## src/rtl/clock_time_ctrl.sv

```systemverilog
// clock_time_ctrl: BCD time-of-day counter with two-button set mode and blinking field display
module clock_time_ctrl #(
  parameter int CLK_HZ   = 50000000,
  parameter int BLINK_HZ = 2
) (
  input  logic        clk,
  input  logic        rst_n,
  input  logic        key_mode,
  input  logic        key_inc,
  output logic [23:0] digit_data,
  output logic [5:0]  digit_en,
  output logic        sec_tick,
  output logic [1:0]  mode
);
  localparam int HALF = CLK_HZ / (2 * BLINK_HZ);
  localparam int PW = $clog2(CLK_HZ);
  localparam int BW = $clog2(HALF + 1);
  localparam logic [PW-1:0] PRE_LAST = PW'(CLK_HZ - 1);
  localparam logic [BW-1:0] BL_LAST = BW'(HALF - 1);
  typedef enum logic [1:0] {RUN = 2'd0, SET_HR = 2'd1, SET_MIN = 2'd2} state_t;
  state_t state_q, state_d;
  logic [PW-1:0] pre_q, pre_d;
  logic [BW-1:0] bl_q, bl_d;
  logic ph_q, ph_d, tick, inc, clr, tick_q;
  logic [7:0] hr_q, mn_q, sc_q, hr_d, mn_d, sc_d;
  function automatic logic [7:0] bcd_inc(input logic [7:0] v, input logic [7:0] last);
    return v == last ? 8'h00 : v[3:0] == 4'd9 ? {v[7:4] + 4'd1, 4'd0} : v + 8'd1;
  endfunction
  // next state, time fields, prescaler and blink timer; key_mode takes priority over key_inc
  always_comb begin
    tick = state_q == RUN && pre_q == PRE_LAST;
    inc = key_inc && !key_mode;
    state_d = !key_mode ? state_q : state_q == RUN ? SET_HR : state_q == SET_HR ? SET_MIN : RUN;
    sc_d = (key_mode && state_q == RUN) ? 8'h00 : tick ? bcd_inc(sc_q, 8'h59) : sc_q;
    mn_d = ((tick && sc_q == 8'h59) || (inc && state_q == SET_MIN)) ? bcd_inc(mn_q, 8'h59) : mn_q;
    hr_d = ((tick && sc_q == 8'h59 && mn_q == 8'h59) || (inc && state_q == SET_HR)) ? bcd_inc(hr_q, 8'h23) : hr_q;
    pre_d = (state_q != RUN || state_d != RUN || tick) ? '0 : pre_q + PW'(1);
    clr = state_d == RUN || key_mode || inc;
    bl_d = (clr || bl_q == BL_LAST) ? '0 : bl_q + BW'(1);
    ph_d = !clr && (bl_q == BL_LAST ? !ph_q : ph_q);
  end
  // state registers with asynchronous reset to 00:00:00 in RUN
  always_ff @(posedge clk or negedge rst_n) begin
    if (!rst_n) begin
      state_q <= RUN;
      pre_q <= '0;
      bl_q <= '0;
      ph_q <= 1'b0;
      tick_q <= 1'b0;
      hr_q <= 8'h00;
      mn_q <= 8'h00;
      sc_q <= 8'h00;
    end else begin
      state_q <= state_d;
      pre_q <= pre_d;
      bl_q <= bl_d;
      ph_q <= ph_d;
      tick_q <= tick;
      hr_q <= hr_d;
      mn_q <= mn_d;
      sc_q <= sc_d;
    end
  end
  assign digit_data = {hr_q, mn_q, sc_q};
  assign digit_en = {state_q == SET_HR ? {2{~ph_q}} : 2'b11, state_q == SET_MIN ? {2{~ph_q}} : 2'b11, 2'b11};
  assign sec_tick = tick_q;
  assign mode = state_q;
endmodule

```

## config.mk

```make
export PLATFORM = sky130hd
export DESIGN_NAME = clock_time_ctrl
export DESIGN_NICKNAME = d
export VERILOG_FILES = /design/src/rtl/clock_time_ctrl.sv
export SDC_FILE = /design/constraint.sdc
export NUM_CORES = 1
export LEC_CHECK = 0
export CAP_MARGIN = 10
export CORE_ASPECT_RATIO = 1.5
export CORE_MARGIN = 8
export CORE_UTILIZATION = 52
export DETAILED_ROUTE_END_ITERATION = 16
export GPL_TIMING_DRIVEN = 0
export PLACE_DENSITY = 0.76
export SETUP_SLACK_MARGIN = 0.5
export SYNTH_ARGS = -nofsm -noshare
export SYNTH_HDL_FRONTEND = slang
export SYNTH_SLANG_ARGS = --single-unit
```

## constraint.sdc

```tcl
create_clock -name clk -period 2.1 [get_ports clk]
set_input_delay 0.63 -clock clk [delete_from_list [all_inputs] [get_ports clk]]
set_output_delay 0.63 -clock clk [all_outputs]
set_load 0.02 [all_outputs]
```

After elaboration in Yosys (flattened, before gate mapping)
Index checks and enable logic that the tools add are counted.
{ "classes": {"muxes": 16, "n_addsub": 8, "n_eq_ne": 10, "n_reduce_logical": 23, "bitwise": 1} }
{ "op_table": {"columns": ["op", "n"], "rows": [
  ["$mux W8", 8],
  ["$add A26 B1 Y26 const B", 1],
  ["$eq A26 B26 Y1 const B", 1],
  ["$mux W26", 1],
  ["$add A24 B1 Y24 const B", 1],
  ["$add A8 B1 Y8 const B", 3],
  ["$eq A24 B24 Y1 const B", 1],
  ["$mux W24", 1],
  ["$eq A8 B7 Y1 const B", 2],
  ["$add A4 B1 Y4 const B", 3],
  ["$eq A4 B4 Y1 const B", 3],
  ["$mux W2", 5],
  ["$eq A8 B6 Y1 const B", 1],
  ["$logic_and A1 B1 Y1", 8],
  ["$logic_or A1 B1 Y1", 7],
  ["$reduce_bool A2 Y1", 3],
  ["$logic_not A2 Y1", 2],
  ["$logic_not A1 Y1", 3],
  ["$eq A2 B1 Y1 const B", 1],
  ["$eq A2 B2 Y1 const B", 1],
  ["$mux W1", 1],
  ["$not A1 Y1", 1]
]} }
{ "totals": {"word_cells": 66, "reg_bits": 78, "in_bits": 4, "output_inout_bits": 33} }

Depth between registers and ports, before layout
Gate-level depths: netlist of run 1.
{ "depth": {"depth_word": 9, "mapped_depth": 8, "ltp_nobuf": 7} }

Least setup slack after synthesis of run 1
Ideal clock, no wire load.
{ "synth_timing": {"kind": "register to register", "start": "register mn_q[0]", "end": "register hr_q[7]", "n_path_buf": 0, "stages_incl_launch_ff": 7, "required_ns": 1.972, "arrival_ns": 2.141, "synth_period_minus_slack_ns": 2.268, "setup_time_ns": 0.128, "slack_ns": -0.168, "path_cell_list": "dfrtp_1 -> ha_1 -> nand3b_1 -> nor4_1 -> nand4_4 -> a221oi_2 -> mux2_1"} }
{ "synth_between": {"elab_chain_len": 3} }
{ "synth_lines": {"columns": ["element", "line", "text"], "rows": [
  ["from (decl)", "25", "logic [7:0] hr_q, mn_q, sc_q, hr_d, mn_d, sc_d;"],
  ["from (signal assigned)", "60", "mn_q <= mn_d;"],
  ["$eq A8 B7 Y1", "36", "hr_d = ((tick && sc_q == 8'h59 && mn_q == 8'h59) || (inc && state_q == SET_HR)) ? bcd_inc(hr_q, 8'h23) : hr_q;"],
  ["$logic_and A1 B1 Y1", "36", null],
  ["$logic_or A1 B1 Y1", "36", null],
  ["to (signal assigned)", "59", "hr_q <= hr_d;"],
  ["to (decl)", "25", null]
]} }
Every way passes these cells.
A chain may end at the register's enable or synchronous reset.

Final worst setup path of run 1
{ "layout_timing": {"start": "register state_q[1] (netlist: mode[1])", "end": "register mn_q[3]"} }
{ "layout_between": {"elab_chain_len": 4, "word_cells_on_any_way": 6, "classes_between": "eq/ne (1); reduce/logical (5)"} }
{ "layout_lines": {"columns": ["element", "line", "text"], "rows": [
  ["from (decl)", "21", "state_t state_q, state_d;"],
  ["from (signal assigned)", "54", "state_q <= state_d;"],
  ["$logic_not A2 Y1", "31", "tick = state_q == RUN && pre_q == PRE_LAST;"],
  ["$logic_and A1 B1 Y1", "31", null],
  ["$logic_and A1 B1 Y1", "35", "mn_d = ((tick && sc_q == 8'h59) || (inc && state_q == SET_MIN)) ? bcd_inc(mn_q, 8'h59) : mn_q;"],
  ["$logic_or A1 B1 Y1 (*)", "35", null]
]} }
Every way passes the cells marked *; elsewhere a longest branch is shown, timed or not.

==> results.py, run 1 <==
metrics = {
    "timing": {
        "fmax_mhz": 453,
        "period_share": 1.05,
        "relSlewSlack": 0.581,
        "skew_ns": 0.00643,
        "drv_slew": 0,
        "worst_pin_slew_ns": 0.626,
        "timing.final.ws_setup_ns": -0.108,
        "finalSetupViolCount": 14,
        "rsz0062_at_grt": "true",
        "hold_violations": 0,
        "min_period_ns": 2.21,
    },
    "floorplan": {
        "rows": 41,
        "io_pins": 37,
        "die-area_sq_mm": 0.0116,
        "core-area_sq_mm": 0.00826,
        "die_w_microns": 90.5,
        "start_util": 0.525,
        "die_height_microns": 128,
    },
    "drt": {
        "vias": 3903,
        "route.detailed.drc": 0,
        "route.final.wire_length_mm": 12.1,
        "wl_per_cell_microns": 17.9,
        "drt_iter0_drc": 264,
        "drtAntennaViolNets": 0,
        "dr.pass1.iters": 5,
        "viasPerCell": 5.77,
    },
    "status": {
        "outcome": "complete, but fails checks",
        "violations": "negative setup slack",
    },
    "placed_design": {
        "io_buffers": 33,
        "dpl.cell_count": 601,
        "place.gp.congestion": 0.949,
        "dpl.hpwl_mm": 7.01,
        "placed_cell_area_sq_mm": 0.00495,
    },
    "global_routing": {
        "grt_pass1_wl_mm": 18.7,
        "grt_pass1_vias": 3875,
        "grt_max_degree": 42,
        "track_usage": 0.198,
        "antenna_found_initial": 0,
        "overflow": 0,
    },
    "worst_setup_path": {
        "cp_max_fo": 7,
        "crit_required_ns": 2.32,
        "critPathLaunchType": "flop",
        "ff2ff_path_depth": 6,
        "cp_data_arrival_time_ns": 2.43,
        "worstSetupEndpointType": "flop",
        "critical_path_class": "reg2reg",
    },
    "clocking": {
        "clkTransAtPathRegs_ns": 0.06,
        "cts_root_buf": "clkbuf_16",
        "cts_sinks": 78,
        "clock_latency_ns": 0.34,
        "clock_path_buffers": 2,
        "cts_tree": "built",
        "htreeDepth": 3,
        "ctsHoldBuffers": 0,
        "cts_buffers": 9,
    },
    "final_layout": {
        "num_antenna_cells": 0,
        "syn2layout_area_growth_pct": 44.5,
        "fin_area_sq_mm": 0.00626,
        "fin_nets": 583,
        "drive_above_1_share": 0.404,
        "stdcell_count": 677,
    },
    "synthesis": {
        "synth-adder-area-share": 0.0404,
        "synth_area_leaders": "dfrtp_1, nor2_1, xor2_1",
        "synth_mux_area_frac": 0.0280,
        "async_reset_ff_frac": 1.00,
        "synth-xor-area-share": 0.0970,
        "synth_common_cells": "nor2_1, dfrtp_1, nand3_1, xor2_1, nand2_1",
        "synth_most_common_cell": "nor2_1",
        "synth_top_family_by_area": "simple AND/OR/NAND/NOR gates",
        "yosysSeqAreaShare": 0.450,
        "synth_top_area_frac": 0.450,
        "synth_compound_area_frac": 0.0632,
        "netlist_area_sq_mm": 0.00433,
        "yosys.area_share.simple": 0.285,
        "ys_ff_latch": 78,
        "netlist_instances": 459,
        "ys_warn_count": 0,
        "synth_edf_count": 0,
        "yosysUniqueCellTypes": 59,
        "synthFlopType": "dfrtp_1",
        "synth.avg_cell_area_sq_um": 9.44,
        "yosysTopAreaCell": "dfrtp_1",
    },
    "pwr": {
        "total_power_mw": 5.34,
        "leakage_nw": 2.70,
        "vdd_drop_max_mv": 0.557,
        "power_density_mw_per_mm2": 852,
    },
    "run": {
        "maxCapViolCount": 0,
    },
    "min_path": {
        "hold_path.class": "in2async",
    },
}
## cells by family after synthesis
logic type                 count (synthesis)
AOI/OAI and AO/OA                         39
DFF                                       78
other                                      1
muxes                                     11
and+or+nand+nor                          236
adders and majority gates                 14
buffers and inverters                     32
xor gates and xnor gates                  48
## through the flow
step	setup TNS, ns	hold WS (ns)	worst slack, ns	util
4_1_cts	-0.497	0.268	-0.0998	0.713
5_1_grt	-2.02	0.287	-0.181	0.758
3_3_place_gp	-184.08	0.471	-2.57	0.597
3_5_place_dp	-5.63	0.502	-0.239	0.599
6_report	-0.701	0.251	-0.108	0.758
2_1_floorplan	-0.0455	0.334	-0.0388	-
## sequential cells by signal, summed over array words and instances, names as in the netlist
name / count
ph_q: 1
sec_tick: 1
pre_q: 26
hr_q: 8
bl_q: 24
mode: 2
sc_q: 8
mn_q: 8
## timing repair
item                                    CTS  global route
endpoints found under the setup margin  105            98
gates resized for setup                 227            54
buffers inserted                         36            22
pin swaps                                17            16
hold endpoints to repair                  0             0
gates cloned                              2             0
## path summary, 6_finish.rpt
kind / startpoint / end / slack (ns)
setup / recovery: mode[1]$_DFF_PN0_ / mn_q[3]$_DFFE_PN0P_ / -0.11
hold / removal: rst_n / mn_q[0]$_DFFE_PN0P_ / 0.25
setup reg to reg: mode[1]$_DFF_PN0_ / mn_q[3]$_DFFE_PN0P_ / -0.11
hold reg to reg: mn_q[7]$_DFFE_PN0P_ / mn_q[7]$_DFFE_PN0P_ / 0.56
max in group asynchronous: rst_n / bl_q[14]$_DFF_PN0_ / 1.23
min in group clk: mn_q[7]$_DFFE_PN0P_ / mn_q[7]$_DFFE_PN0P_ / 0.56
## cell usage in the layout, fill, tap and decap left out, drive strengths merged, types with 3 or more instances in the layout
cell type	n
a21oi	6
ha	14
dfrtp	78
and3	12
nand3b	6
mux2	9
xnor2	12
nor4	7
clkbuf	20
nor4b	5
nor3	8
buf	101
nand2	31
inv	14
or2	3
nor2	84
and4	6
o211ai	3
and2	3
nand4	21
nand3	38
o21ai	13
xor2	36
## cell type report
| cell class | instances | area, sq um |
|---|---|---|
| clock buffer | 11 | 253 |
| buffer | 18 | 203 |
| fill | 501 | 2000 |
| inverter | 14 | 52.6 |
| sequential | 78 | 1970 |
| multi-input combinational | 350 | 2730 |
| timing repair buffer | 94 | 836 |
| tap | 107 | 134 |
| clock inverter | 5 | 81.3 |
## metal layers
metal  routed length [microns]  global-route usage  vias to the layer above  part of all wire
met5                         0                   0                        -                 0
met4                       234              0.0866                        0             0.019
met3                       397              0.0416                       18             0.033
met2                      6900               0.377                       89              0.57
met1                      4560               0.200                     1977              0.38
li1                          -                   -                     1819                 -
## power by group
part,internal (mW),switching [mW]
Clock,1.10,0.614
Sequential,1.65,0.177
Combinational,0.825,0.965
## critical path: stages, from the launching register on
cell and delay [ns]:
dfrtp_2 0.45, or4_4 0.55, nor4_4 0.24, and4_1 0.26, buf_6 0.15, o22ai_1 0.09
a221o_1 0.34
Note: power is estimated with default switching activity, not from simulation.
==> run 2: changes to the inputs <==
CORE_UTILIZATION = 55   (was 52)
CTS_BUF_LIST = sky130_fd_sc_hd__clkbuf_8   (was unset)
clock period = 2.9 ns   (was 2.1 ns; I/O delays follow)
==> run 2 against run 1 <==
The flow now finishes without violations. Sequential cell count unchanged. Via count down 10%. Count of clock-buffer cells in the layout down 2. Clock skew about the same. Hold slack better by 0.18 ns. Critical path type is now reg2out. Highest routed layer unchanged.
==> results.py, run 2 (same netlist as run 1, synthesis figures left out) <==
metrics = {
    "timing": {
        "skew_ns": 0.00601,
        "worst_pin_slew_ns": 0.991,
        "relSlewSlack": 0.334,
        "period_share": 0.811,
        "finalSetupViolCount": 0,
        "drv_slew": 0,
        "timing.final.ws_setup_ns": 0.549,
        "hold_violations": 0,
        "min_period_ns": 2.35,
        "rsz0062_at_grt": "true",
        "whs_ns": 0.430,
        "fmax_mhz": 425,
    },
    "worst_setup_path": {
        "cp_max_fo": 9,
        "worstSetupEndpointType": "output port",
        "crit_family": "buffers and inverters",
        "crit_buf_inv": 1,
        "critPathLaunchType": "flop",
        "ff2ff_setup_slack_ns": 0.56,
        "crit_required_ns": 2.03,
        "cpMaxStageDelayCell": "clkdlybuf4s50_1",
        "cp_slowest_stage_delay_ns": 0.65,
        "rr_endpoint": "hr_q[7]$_DFFE_PN0P_",
        "cp_data_arrival_time_ns": 1.48,
        "ff2ff_path_depth": 6,
        "cp_cell_sequence": "clkdlybuf4s50_1",
        "r2r_start": "mode[0]$_DFF_PN0_",
        "critical_path_class": "reg2out",
    },
    "placed_design": {
        "place.gp.congestion": 0.842,
        "placed_cell_area_sq_mm": 0.00482,
        "place_worst_setup_slack_ns": 0.365,
        "dpl.hpwl_mm": 6.63,
        "io_buffers": 33,
    },
    "floorplan": {
        "rows": 39,
        "die_w_microns": 88.5,
        "core-area_sq_mm": 0.00761,
        "die-area_sq_mm": 0.0110,
        "io_pins": 37,
        "start_util": 0.569,
        "die_height_microns": 125,
    },
    "min_path": {
        "hold_path.class": "in2async",
    },
    "final_layout": {
        "drive_above_1_share": 0.103,
        "top_register": "pre_q",
        "syn2layout_area_growth_pct": 16.7,
        "fin_nets": 531,
        "utilization": 0.664,
        "n_fill_cell": 656,
        "most-common-layout-cells": "nor2_1, dfrtp_1, nand3_1, xor2_1, nand2_1",
        "fin_area_sq_mm": 0.00506,
        "largest_register_ffs": 26,
        "final_common_cell": "nor2_1",
        "reg.largest.list": "pre_q: 26 flops, bl_q: 24 flops",
        "num_antenna_cells": 0,
    },
    "pwr": {
        "power_density_mw_per_mm2": 578,
        "leakage_nw": 2.17,
        "vdd_drop_max_mv": 0.437,
    },
    "drt": {
        "drtAntennaViolNets": 0,
        "route.final.wire_length_mm": 9.29,
        "vias": 3497,
        "route.detailed.drc": 0,
        "wl_per_cell_microns": 15.0,
        "viasPerCell": 5.65,
        "drt_iter0_drc": 241,
        "dr.pass1.iters": 4,
    },
    "clocking": {
        "clkTransAtPathRegs_ns": 0.07,
        "htreeDepth": 3,
        "cts_buffers": 9,
        "clock_path_buffers": 2,
        "ctsHoldBuffers": 0,
        "clock_latency_ns": 0.35,
        "cts_tree": "built",
        "cts_root_buf": "clkbuf_8",
        "cts_sinks": 78,
    },
    "status": {
        "outcome": "completed",
    },
    "global_routing": {
        "grt_pass1_wl_mm": 15.8,
        "overflow": 0,
        "grt_pass1_vias": 3463,
        "grt_max_degree": 52,
        "antenna_found_initial": 0,
        "track_usage": 0.177,
    },
    "run": {
        "maxCapViolCount": 0,
    },
}
## run 2: changes by cell type in the layout (fill, tap and decap cells not counted), sizes merged
cell and change:
buf -79, clkdlybuf4s50 +26, clkbuf -4, inv +4
bufinv -2, dlygate4sd2 +2, dlymetal6s2s +2, clkdlybuf4s15 -1
clkinvlp -1
## run 2: stage by stage
stage | setup TNS (ns) | power [mW] | std cells
final | 0 | 2.92 | 619
after global routing | 0 | 3.11 | 619
after CTS | 0 | 2.90 | 611
after detailed placement | 0 | 2.22 | 596
after global placement | -135.41 | 2.19 | 595
after floorplan | 0 | 1.88 | 460
## run 2: where the power goes
part | internal [mW] | total (mW) | switching (mW) | leakage (nW)
sequential | 1.19 | 1.30 | 0.119 | 1.06
combinational | 0.430 | 0.960 | 0.531 | 1.02
clock | 0.291 | 0.660 | 0.369 | 0.0938
total | 1.91 | 2.92 | 1.02 | 2.17
## run 2: cell type report
| class | instances | area (sq um) | share of cell area |
|---|---|---|---|
| plain buffers | 18 | 105 | 0.0208 |
| inverters | 14 | 52.6 | 0.0104 |
| well taps | 102 | 128 | 0.0252 |
| clock buffers | 9 | 124 | 0.0245 |
| multi-input cells | 350 | 2260 | 0.447 |
| repair buffers | 42 | 412 | 0.0814 |
| flip-flops and latches | 78 | 1950 | 0.386 |
| clock inverters | 6 | 25.0 | 0.00495 |
## run 2: worst max path at each step
stage                                to                start  slack [ns]  cells past startpoint
global placement    mn_q[1]$_DFFE_PN0P_                rst_n       -1.74                      1
detailed placement  hr_q[7]$_DFFE_PN0P_              key_inc        0.36                      4
finish                    digit_data[3]  sc_q[3]$_DFFE_PN0P_        0.55                      1
global route                    mode[1]    mode[1]$_DFF_PN0_        0.49                      1
CTS                         digit_en[5]    mode[0]$_DFF_PN0_        0.44                      5
floorplan           hr_q[7]$_DFFE_PN0P_  mn_q[0]$_DFFE_PN0P_        0.63                      6
## run 2: metal layers
layer	up-vias	GRT usage	wire, microns
met1	1703	0.214	4040
met2	72	0.287	4700
met4	0	0.0861	82
met3	7	0.0363	465
met5	-	0	0
li1	1715	-	-
## run 2: what timing repair did
action,in CTS,in global routing
setup endpoints to repair,5,25
resized for setup,6,11
pin swaps,0,0
buffers inserted,0,8
